===== src/rtl/mem_arbiter_pkg.sv =====
// Shared definitions for the fetch/data memory arbiter: FSM states, owner
// encoding and store-size codes.
package mem_arbiter_pkg;

    localparam logic [1:0] EXE_MEMWDSRC_B = 2'b00;
    localparam logic [1:0] EXE_MEMWDSRC_H = 2'b01;
    localparam logic [1:0] EXE_MEMWDSRC_W = 2'b10;

    typedef enum logic [1:0] {
        ST_IDLE,
        ST_REQ,
        ST_RSP
    } arb_state_e;

    typedef enum logic {
        OWN_FETCH,
        OWN_DATA
    } arb_owner_e;

    function automatic logic [31:0] word_align(input logic [31:0] addr);
        return {addr[31:2], 2'b00};
    endfunction

endpackage


===== src/rtl/mem_arbiter_if.sv =====
// Fetch, data and bus handshake signals of the arbiter. The slave modport is
// the arbiter's view; the master modport is the surrounding core/memory view.
interface mem_arbiter_if;

    logic        if_req;
    logic [31:0] if_addr;
    logic        if_gnt;
    logic        if_rvalid;
    logic [31:0] if_rdata;

    logic        d_req;
    logic        d_we;
    logic [1:0]  d_wdsrc;
    logic [31:0] d_addr;
    logic [31:0] d_wdata;
    logic        d_gnt;
    logic        d_rvalid;
    logic [31:0] d_rdata;
    logic        d_err;

    logic        bus_req;
    logic [31:0] bus_addr;
    logic        bus_we;
    logic [3:0]  bus_be;
    logic [31:0] bus_wdata;
    logic        bus_gnt;
    logic        bus_rvalid;
    logic [31:0] bus_rdata;

    modport slave (
        input  if_req, if_addr, d_req, d_we, d_wdsrc, d_addr, d_wdata,
               bus_gnt, bus_rvalid, bus_rdata,
        output if_gnt, if_rvalid, if_rdata, d_gnt, d_rvalid, d_rdata, d_err,
               bus_req, bus_addr, bus_we, bus_be, bus_wdata
    );

    modport master (
        output if_req, if_addr, d_req, d_we, d_wdsrc, d_addr, d_wdata,
               bus_gnt, bus_rvalid, bus_rdata,
        input  if_gnt, if_rvalid, if_rdata, d_gnt, d_rvalid, d_rdata, d_err,
               bus_req, bus_addr, bus_we, bus_be, bus_wdata
    );

endinterface


===== src/rtl/mem_arbiter_store_lane_gen.sv =====
// Byte-enable generation, store-data lane replication and alignment check
// for a data access of the given size and low address bits.
module store_lane_gen
    import mem_arbiter_pkg::*;
(
    input  logic [1:0]  i_wdsrc,
    input  logic [1:0]  i_addr,
    input  logic [31:0] i_wdata,
    output logic [3:0]  o_be,
    output logic [31:0] o_wdata,
    output logic        o_misalign
);

    always_comb begin
        // NOTE: every output gets a default first so no path through the case infers a latch.
        o_be       = 4'b1111;
        o_wdata    = i_wdata;
        o_misalign = 1'b0;
        case (i_wdsrc)
            EXE_MEMWDSRC_B: begin
                o_be    = 4'b0001 << i_addr;
                o_wdata = {4{i_wdata[7:0]}};
            end
            EXE_MEMWDSRC_H: begin
                o_be       = 4'b0011 << {i_addr[1], 1'b0};
                o_wdata    = {2{i_wdata[15:0]}};
                o_misalign = i_addr[0];
            end
            EXE_MEMWDSRC_W: begin
                o_misalign = |i_addr;
            end
            default: begin
                // Unencoded size is never sent to the bus.
                o_misalign = 1'b1;
            end
        endcase
    end

endmodule


===== src/rtl/mem_arbiter.sv =====
// Two-master (instruction fetch, data) arbiter onto a single request/response
// memory bus with one outstanding transaction and fetch starvation protection.
module mem_arbiter
    import mem_arbiter_pkg::*;
#(
    parameter int STARVE_LIMIT = 4
) (
    input  logic         clk,
    input  logic         reset,
    mem_arbiter_if.slave arb
);

    localparam int CNT_W = $clog2(STARVE_LIMIT + 1);
    localparam logic [CNT_W-1:0] LIMIT = CNT_W'(STARVE_LIMIT);

    arb_state_e       r_state;
    arb_owner_e       r_owner;
    logic [CNT_W-1:0] r_starve_cnt;
    logic             r_bus_req;
    logic [31:0]      r_bus_addr;
    logic             r_bus_we;
    logic [3:0]       r_bus_be;
    logic [31:0]      r_bus_wdata;

    logic [3:0]  w_lane_be;
    logic [31:0] w_lane_wdata;
    logic        w_misalign;
    logic        w_starved;
    logic        w_sel_data;
    logic        w_sel_fetch;
    logic        w_idle;
    logic        w_req;
    logic        w_rsp;
    logic        w_d_err;

    store_lane_gen u_lane (
        .i_wdsrc    (arb.d_wdsrc),
        .i_addr     (arb.d_addr[1:0]),
        .i_wdata    (arb.d_wdata),
        .o_be       (w_lane_be),
        .o_wdata    (w_lane_wdata),
        .o_misalign (w_misalign)
    );

    assign w_idle      = (r_state == ST_IDLE);
    assign w_req       = (r_state == ST_REQ);
    assign w_rsp       = (r_state == ST_RSP);
    assign w_starved   = arb.if_req && (r_starve_cnt == LIMIT);
    assign w_sel_data  = arb.d_req && !w_starved;
    assign w_sel_fetch = arb.if_req && !w_sel_data;
    // Reset forces IDLE, but the error pulse is combinational from inputs.
    assign w_d_err     = w_idle && w_sel_data && w_misalign && !reset;

    // NOTE: sequential state uses non-blocking assignments only; reset is asynchronous.
    always_ff @(posedge clk or posedge reset) begin
        if (reset) begin
            r_state      <= ST_IDLE;
            r_owner      <= OWN_FETCH;
            r_starve_cnt <= '0;
            r_bus_req    <= 1'b0;
            r_bus_addr   <= '0;
            r_bus_we     <= 1'b0;
            r_bus_be     <= '0;
            r_bus_wdata  <= '0;
        end else begin
            case (r_state)
                ST_IDLE: begin
                    if (w_sel_data) begin
                        if (arb.if_req && (r_starve_cnt != LIMIT))
                            r_starve_cnt <= r_starve_cnt + 1'b1;
                        if (!w_misalign) begin
                            r_owner     <= OWN_DATA;
                            r_bus_req   <= 1'b1;
                            r_bus_addr  <= word_align(arb.d_addr);
                            r_bus_we    <= arb.d_we;
                            r_bus_be    <= w_lane_be;
                            r_bus_wdata <= w_lane_wdata;
                            r_state     <= ST_REQ;
                        end
                    end else if (w_sel_fetch) begin
                        r_starve_cnt <= '0;
                        r_owner      <= OWN_FETCH;
                        r_bus_req    <= 1'b1;
                        r_bus_addr   <= word_align(arb.if_addr);
                        r_bus_we     <= 1'b0;
                        r_bus_be     <= 4'b1111;
                        r_bus_wdata  <= '0;
                        r_state      <= ST_REQ;
                    end
                end
                ST_REQ: begin
                    if (arb.bus_gnt) begin
                        r_bus_req <= 1'b0;
                        r_state   <= ST_RSP;
                    end
                end
                ST_RSP: begin
                    if (arb.bus_rvalid)
                        r_state <= ST_IDLE;
                end
                default: r_state <= ST_IDLE;
            endcase
        end
    end

    assign arb.bus_req   = r_bus_req;
    assign arb.bus_addr  = r_bus_addr;
    assign arb.bus_we    = r_bus_we;
    assign arb.bus_be    = r_bus_be;
    assign arb.bus_wdata = r_bus_wdata;

    assign arb.if_gnt    = w_req && (r_owner == OWN_FETCH) && arb.bus_gnt;
    assign arb.d_gnt     = (w_req && (r_owner == OWN_DATA) && arb.bus_gnt) || w_d_err;
    assign arb.d_err     = w_d_err;

    assign arb.if_rvalid = w_rsp && (r_owner == OWN_FETCH) && arb.bus_rvalid;
    assign arb.d_rvalid  = w_rsp && (r_owner == OWN_DATA) && arb.bus_rvalid;
    assign arb.if_rdata  = (w_rsp && (r_owner == OWN_FETCH)) ? arb.bus_rdata : '0;
    assign arb.d_rdata   = (w_rsp && (r_owner == OWN_DATA)) ? arb.bus_rdata : '0;

endmodule


===== src/flat_wrapper.sv =====
// flat-port wrapper written by rule: the top's interface ports become plain ports
module mem_arbiter_flat import mem_arbiter_pkg::*;
#(
    parameter int STARVE_LIMIT = 4
)
  (clk, reset, arb_if_req, arb_if_addr, arb_d_req, arb_d_we, arb_d_wdsrc, arb_d_addr, arb_d_wdata, arb_bus_gnt, arb_bus_rvalid, arb_bus_rdata, arb_if_gnt, arb_if_rvalid, arb_if_rdata, arb_d_gnt, arb_d_rvalid, arb_d_rdata, arb_d_err, arb_bus_req, arb_bus_addr, arb_bus_we, arb_bus_be, arb_bus_wdata);
  mem_arbiter_if arb_i ();
  input  logic clk;
  input  logic reset;
  input wire logic [$bits(arb_i.if_req)-1:0] arb_if_req;
  input wire logic [$bits(arb_i.if_addr)-1:0] arb_if_addr;
  input wire logic [$bits(arb_i.d_req)-1:0] arb_d_req;
  input wire logic [$bits(arb_i.d_we)-1:0] arb_d_we;
  input wire logic [$bits(arb_i.d_wdsrc)-1:0] arb_d_wdsrc;
  input wire logic [$bits(arb_i.d_addr)-1:0] arb_d_addr;
  input wire logic [$bits(arb_i.d_wdata)-1:0] arb_d_wdata;
  input wire logic [$bits(arb_i.bus_gnt)-1:0] arb_bus_gnt;
  input wire logic [$bits(arb_i.bus_rvalid)-1:0] arb_bus_rvalid;
  input wire logic [$bits(arb_i.bus_rdata)-1:0] arb_bus_rdata;
  output wire logic [$bits(arb_i.if_gnt)-1:0] arb_if_gnt;
  output wire logic [$bits(arb_i.if_rvalid)-1:0] arb_if_rvalid;
  output wire logic [$bits(arb_i.if_rdata)-1:0] arb_if_rdata;
  output wire logic [$bits(arb_i.d_gnt)-1:0] arb_d_gnt;
  output wire logic [$bits(arb_i.d_rvalid)-1:0] arb_d_rvalid;
  output wire logic [$bits(arb_i.d_rdata)-1:0] arb_d_rdata;
  output wire logic [$bits(arb_i.d_err)-1:0] arb_d_err;
  output wire logic [$bits(arb_i.bus_req)-1:0] arb_bus_req;
  output wire logic [$bits(arb_i.bus_addr)-1:0] arb_bus_addr;
  output wire logic [$bits(arb_i.bus_we)-1:0] arb_bus_we;
  output wire logic [$bits(arb_i.bus_be)-1:0] arb_bus_be;
  output wire logic [$bits(arb_i.bus_wdata)-1:0] arb_bus_wdata;
  assign arb_i.if_req = arb_if_req;
  assign arb_i.if_addr = arb_if_addr;
  assign arb_i.d_req = arb_d_req;
  assign arb_i.d_we = arb_d_we;
  assign arb_i.d_wdsrc = arb_d_wdsrc;
  assign arb_i.d_addr = arb_d_addr;
  assign arb_i.d_wdata = arb_d_wdata;
  assign arb_i.bus_gnt = arb_bus_gnt;
  assign arb_i.bus_rvalid = arb_bus_rvalid;
  assign arb_i.bus_rdata = arb_bus_rdata;
  assign arb_if_gnt = arb_i.if_gnt;
  assign arb_if_rvalid = arb_i.if_rvalid;
  assign arb_if_rdata = arb_i.if_rdata;
  assign arb_d_gnt = arb_i.d_gnt;
  assign arb_d_rvalid = arb_i.d_rvalid;
  assign arb_d_rdata = arb_i.d_rdata;
  assign arb_d_err = arb_i.d_err;
  assign arb_bus_req = arb_i.bus_req;
  assign arb_bus_addr = arb_i.bus_addr;
  assign arb_bus_we = arb_i.bus_we;
  assign arb_bus_be = arb_i.bus_be;
  assign arb_bus_wdata = arb_i.bus_wdata;
  mem_arbiter #(.STARVE_LIMIT(STARVE_LIMIT)) u_core (.clk(clk), .reset(reset), .arb(arb_i));
endmodule

===== config.mk =====
export PLATFORM = sky130hd
export DESIGN_NAME = mem_arbiter_flat
export DESIGN_NICKNAME = d
export VERILOG_FILES = /design/src/rtl/mem_arbiter_pkg.sv /design/src/rtl/mem_arbiter_if.sv /design/src/rtl/mem_arbiter_store_lane_gen.sv /design/src/rtl/mem_arbiter.sv /design/src/flat_wrapper.sv
export SDC_FILE = /design/constraint.sdc
export NUM_CORES = 1
export LEC_CHECK = 0
export CORE_MARGIN = 1
export CORE_UTILIZATION = 35
export DETAILED_ROUTE_END_ITERATION = 6
export PLACE_DENSITY = 0.79
export SYNTH_ARGS = -nofsm -noshare
export SYNTH_HDL_FRONTEND = slang
export SYNTH_SLANG_ARGS = --single-unit

===== constraint.sdc =====
create_clock -name clk -period 2.8 [get_ports clk]
set_input_delay 0.28 -clock clk [delete_from_list [all_inputs] [get_ports clk]]
set_output_delay 0.28 -clock clk [all_outputs]
set_load 0.02 [all_outputs]

* Word level (Yosys, flattened, before mapping) *
Cells that the tools add are included.

operators by class
  $add $sub $neg = 1
  equal/unequal tests = 12
  shift-type cells = 2
  multiplexer cells = 32
  bitwise logic cells = 1
  reductions and logical operators = 28

operators with widths
  cell                                                                     number
  32-bit 2-to-1 mux                                                        8
  32-bit one-hot mux with 2 select lines                                   1
  1-bit logical AND                                                        15
  4-bit 2-to-1 mux                                                         3
  2-bit 2-to-1 mux                                                         5
  3-bit 2-to-1 mux                                                         3
  1-bit 2-to-1 mux                                                         8
  2-bit inequality test, second input constant                             4
  4-bit one-hot mux with 2 select lines                                    1
  4-bit AND reduction                                                      2
  3-bit inequality test, second input constant                             2
  2-bit one-hot mux with 3 select lines                                    1
  3-bit AND reduction                                                      2
  2-bit by 1-bit equality test with 1-bit output, second input constant    2
  2-bit equality test, second input constant                               2
  2-bit zero test                                                          2
  2-bit nonzero test                                                       2
  1-bit by 2-bit << shifter with 4-bit output, first input constant        1
  2-bit by 2-bit << shifter with 4-bit output, first input constant        1
  3-bit by 1-bit adder with 3-bit output, second input constant            1
  3-bit equality test, second input constant                               1
  1-bit zero test                                                          3
  3-bit by 1-bit inequality test with 1-bit output, second input constant  1
  1-bit one-hot mux with 3 select lines                                    1
  other kinds (4)                                                          4

storage, ports and cells
  register bits = 76
  output and inout bits = 139

* Longest topological paths before layout *
  depth after elaboration = 9
  gate-level depth with buffers = 9
  gate-level depth less buffers = 6

* Modules after synthesis *
Synthesis repeated with hierarchy kept, for this count alone.

second synthesis, totals
  cell total of the unflattened synthesis = 374
  area total of the unflattened synthesis = 4012.6 um^2

modules (own cells, without submodules)
  module          instances  cells an instance  area each (um^2)  seq. area each (um^2)
  mem_arbiter     1          312                3485.8            1851.8
  store_lane_gen  1          62                 526.8             0.0

* Worst setup path before layout *
Ideal clock, no wire load.

  path kind = input to output
  from = input reset
  to = output arb_d_gnt
  arrival = 2.649 ns
  data required time = 2.520 ns
  path slack = -0.129 ns
  stages = 3
  cell sequence = inv_1 > and4_1 > o21bai_1

between the ends
  word-level cells in the longest chain between the ends = 3

ends and longest elaborated chain
  item               RTL line            RTL
  from (decl)        flat_wrapper.sv:9   input logic reset;
  1-bit zero test    mem_arbiter.sv:52   assign w_d_err = w_idle && w_sel_data && w_misalign && !reset;
  1-bit logical AND  mem_arbiter.sv:52
  via arb_d_err      flat_wrapper.sv:26  output wire logic [$bits(arb_i.d_err)-1:0] arb_d_err;
  1-bit logical OR   mem_arbiter.sv:113  assign arb.d_gnt = (w_req && (r_owner == OWN_DATA) && arb.bus_gnt) || w_d_err;
  to (decl)          flat_wrapper.sv:23  output wire logic [$bits(arb_i.d_gnt)-1:0] arb_d_gnt;

The timed path passes the listed nets, and every way through them passes these cells.

* Worst setup path after layout *
  from = register u_core.r_starve_cnt[0]
  to = output arb_d_gnt

between the ends
  word-level cells in the longest chain between the ends = 8

ends and longest elaborated chain
  item                            RTL line            RTL
  from (decl)                     mem_arbiter.sv:18   logic [CNT_W-1:0] r_starve_cnt;
  from (signal assigned)          mem_arbiter.sv:70   r_starve_cnt <= r_starve_cnt + 1'b1;
  3-bit equality test             mem_arbiter.sv:48   assign w_starved = arb.if_req && (r_starve_cnt == LIMIT);
  1-bit logical AND               mem_arbiter.sv:48
  1-bit zero test                 mem_arbiter.sv:49   assign w_sel_data = arb.d_req && !w_starved;
  1-bit logical AND               mem_arbiter.sv:49
  1-bit logical AND (3 in a row)  mem_arbiter.sv:52
  1-bit logical OR                mem_arbiter.sv:113

Every way passes these cells.

==> results.txt <==
Status = finished clean
Core Rows = 39
CP max stage delay = 630 ps
NumNets Final = 762
Hold path cells = 1
Total wire length = 12600 um
Max Buffers Root-to-Sink = 2
Clk root buf = clkbuf_16
Final Util = 63.1%
CTS tree = yes
Initial Utilization = 35.9%
Critical Path Stages = 7
CP Data Required Time = 2520 ps
Clk_skew = 6.51 ps
First-pass iteration count of the detailed router = 4
Post-CTS sizing = 0
ANT nets after route = 0
Width of the die = 110 um
Post-synth ARST share = 100%
H-tree levels = 3
Commonest non-fill, non-tap cell in the layout = clkdlybuf4s50_1
Fmax = 392 MHz
Worst Hold Launch = u_core.arb.bus_wdata[21]
Leakage = 0.00295 uW
R2r startpoint = u_core.r_starve_cnt[0]
Seq cells post-synth = 74
Final setup fails = 0
First-pass GRT wire length = 18400 um
Antenna violations before repair = 0
Number of DRC markers after the initial detailed-route iteration = 199
Cells along the critical path = inv_1, ha_1, nand3_1, and2_0, and4_1, o21bai_1, clkdlybuf4s50_1
CP Buf/Inv Count = 2
Largest net degree at the start of global routing = 75
# Post-CTS Setup Buffers = 0
Power, Total = 6350 uW
Placed Cells incl. Taps = 755
Ys Warns = 0
Startpoint Class = flop
R2R Setup Slk = 810 ps
Hold Buf Count CTS = 0
Post-Syn Area = 4080 um^2
Hold Path Class = reg -> reg
Count of input and output buffers = 271
Post-synthesis sequential area ratio = 45.4%
Prevailing post-synth register cell = dfrtp_1
Worst Setup Path Type = reg -> out
Maxcap violations = 0
Dpl hpwl = 9940 um
Final period util = 91.0%
Non-Filler Instances = 769
Clk slew on worst S/H paths = 50 ps
Final min period = 2550 ps
DIE AREA = 12100 um^2
Unrepaired setup endpoints after global routing = no
Syn-to-layout area delta = 75.7%
Number of flops mapped to enable cells by yosys = 0
Total number of vias = 3695
Die height = 110 um
Avg Inst Size Synth = 11.5 um^2
RR Endpoint = u_core.arb.bus_addr[3]
Fin. max-slew vios = 0
GR Util All Layers = 20.4%
Antenna Diode Count = 0
Gate Count Post-Synth = 355
RD Place Congestion = 0.849
Maximum fanout along the worst path = 4
Layout cell share with drive strength beyond 1 = 14.7%
Most frequent cells in the layout = 270 x clkdlybuf4s50_1, 74 x dfrtp_1, 66 x and2_1
Core area = 11400 um^2
Setup crit start = u_core.r_starve_cnt[0]
Worst-Skew Late Latency = 330 ps
Critical Path Sink Type = output pin
Vias/cell = 4.80
Synth unique cells = 37
Worst rel slew slack = 37.7%
TritonCTS buffer count = 9
Total gr overflow = 0
Delay-heaviest family, CP = buffers and inverters
Worst path slowest cell = clkdlybuf4s50_1
Vias in the first global route = 3652
I/O pin cnt = 276
Crit path DAT = 2270 ps
Pwr Density = 885 nW/um^2
Remaining DRCs = 0
VDD IR max = 0.000486 V
Slew @ Worst Pin = 935 ps
Routed length per placed instance = 16.4 um
CTS Sinks = 74
Total negative slack = 0 ps
Hold Fails Final Rpt = 0
CP endpoint = arb_d_gnt
Reg2reg path depth = 7
==> flip-flops by register name, indices dropped and copies added, names as in the netlist <==
register	flops
u_core.arb.bus_req	1
u_core.arb.bus_addr	30
u_core.arb.bus_we	1
u_core.r_state	2
u_core.arb.bus_wdata	32
u_core.arb.bus_be	4
u_core.r_owner	1
u_core.r_starve_cnt	3
==> layer usage <==
layer | vias to the layer above | GRT usage (%) | wire length (um)
met3 | 15 | 4.76 | 955
met4 | 0 | 7.62 | 205
met2 | 159 | 37.2 | 6650
met5 | - | 0 | 0
li1 | 1787 | - | -
met1 | 1734 | 23.0 | 4800
==> worst min-delay path by stage <==
| stage | endpoint | slack, ps |
|---|---|---|
| 3_5_place_dp | u_core.arb.bus_req | 470 |
| 2_1_floorplan | u_core.r_state[1] | 390 |
| 5_1_grt | u_core.arb.bus_wdata[16] | 510 |
| 3_3_place_gp | u_core.arb.bus_req | 470 |
| 6_report | u_core.arb.bus_wdata[21] | 490 |
| 4_1_cts | u_core.arb.bus_wdata[18] | 490 |
==> layout make-up <==
type	count	area (um^2)
multi-input combinational	249	2030
clock inverter	3	17.5
inverter	7	30.0
clock buffer	11	243
tap	143	179
timing repair buffer	282	2820
sequential	74	1850
fill	900	4200
==> per-stage QoR <==
step	hold slack (ps)	setup slack [ps]	cell area, um^2
floorplan	389	421	4090
global placement	472	280	6910
detailed placement	475	284	6910
CTS	491	237	7170
global route	510	139	7170
finish	487	251	7170
==> kinds of logic (layout without fill, tap and decap cells) <==
family,after synthesis,in the layout,synth area share (%)
buffers and inverters,33,303,4.90
multiplexers,84,84,22.4
flip-flops,74,74,45.4
adder cells (fa/ha/maj),2,2,0.613
AO/OA/AOI/OAI,61,61,11.9
AND/OR/NAND/NOR,100,100,14.7
other,1,2,0.0919
==> cells in the mapped netlist (all sizes together), types with 2 or more instances <==
| library cell | number | area share, % |
|---|---|---|
| a21oi | 3 | 0.74 |
| a2bb2oi | 3 | 0.64 |
| nor4 | 2 | 0.67 |
| nand2 | 17 | 1.6 |
| mux2i | 24 | 5.9 |
| inv | 7 | 0.64 |
| mux2 | 60 | 17 |
| a22o | 17 | 3.6 |
| dfrtp | 74 | 45 |
| nor3 | 2 | 0.52 |
| buf | 18 | 3.5 |
| o21bai | 2 | 0.37 |
| a21o | 4 | 0.74 |
| clkbuf | 8 | 0.74 |
| o21ai | 14 | 1.7 |
| o2bb2ai | 16 | 3.4 |
| nor2 | 8 | 0.98 |
| and2 | 67 | 10 |
| ha | 2 | 0.61 |
==> report_power, final <==
part	total [uW]	switching (uW)	internal, uW
registers	1880	298	1580
logic	3450	1640	1810
clock network	1010	403	610
Note: power is estimated with default switching activity, not from simulation.
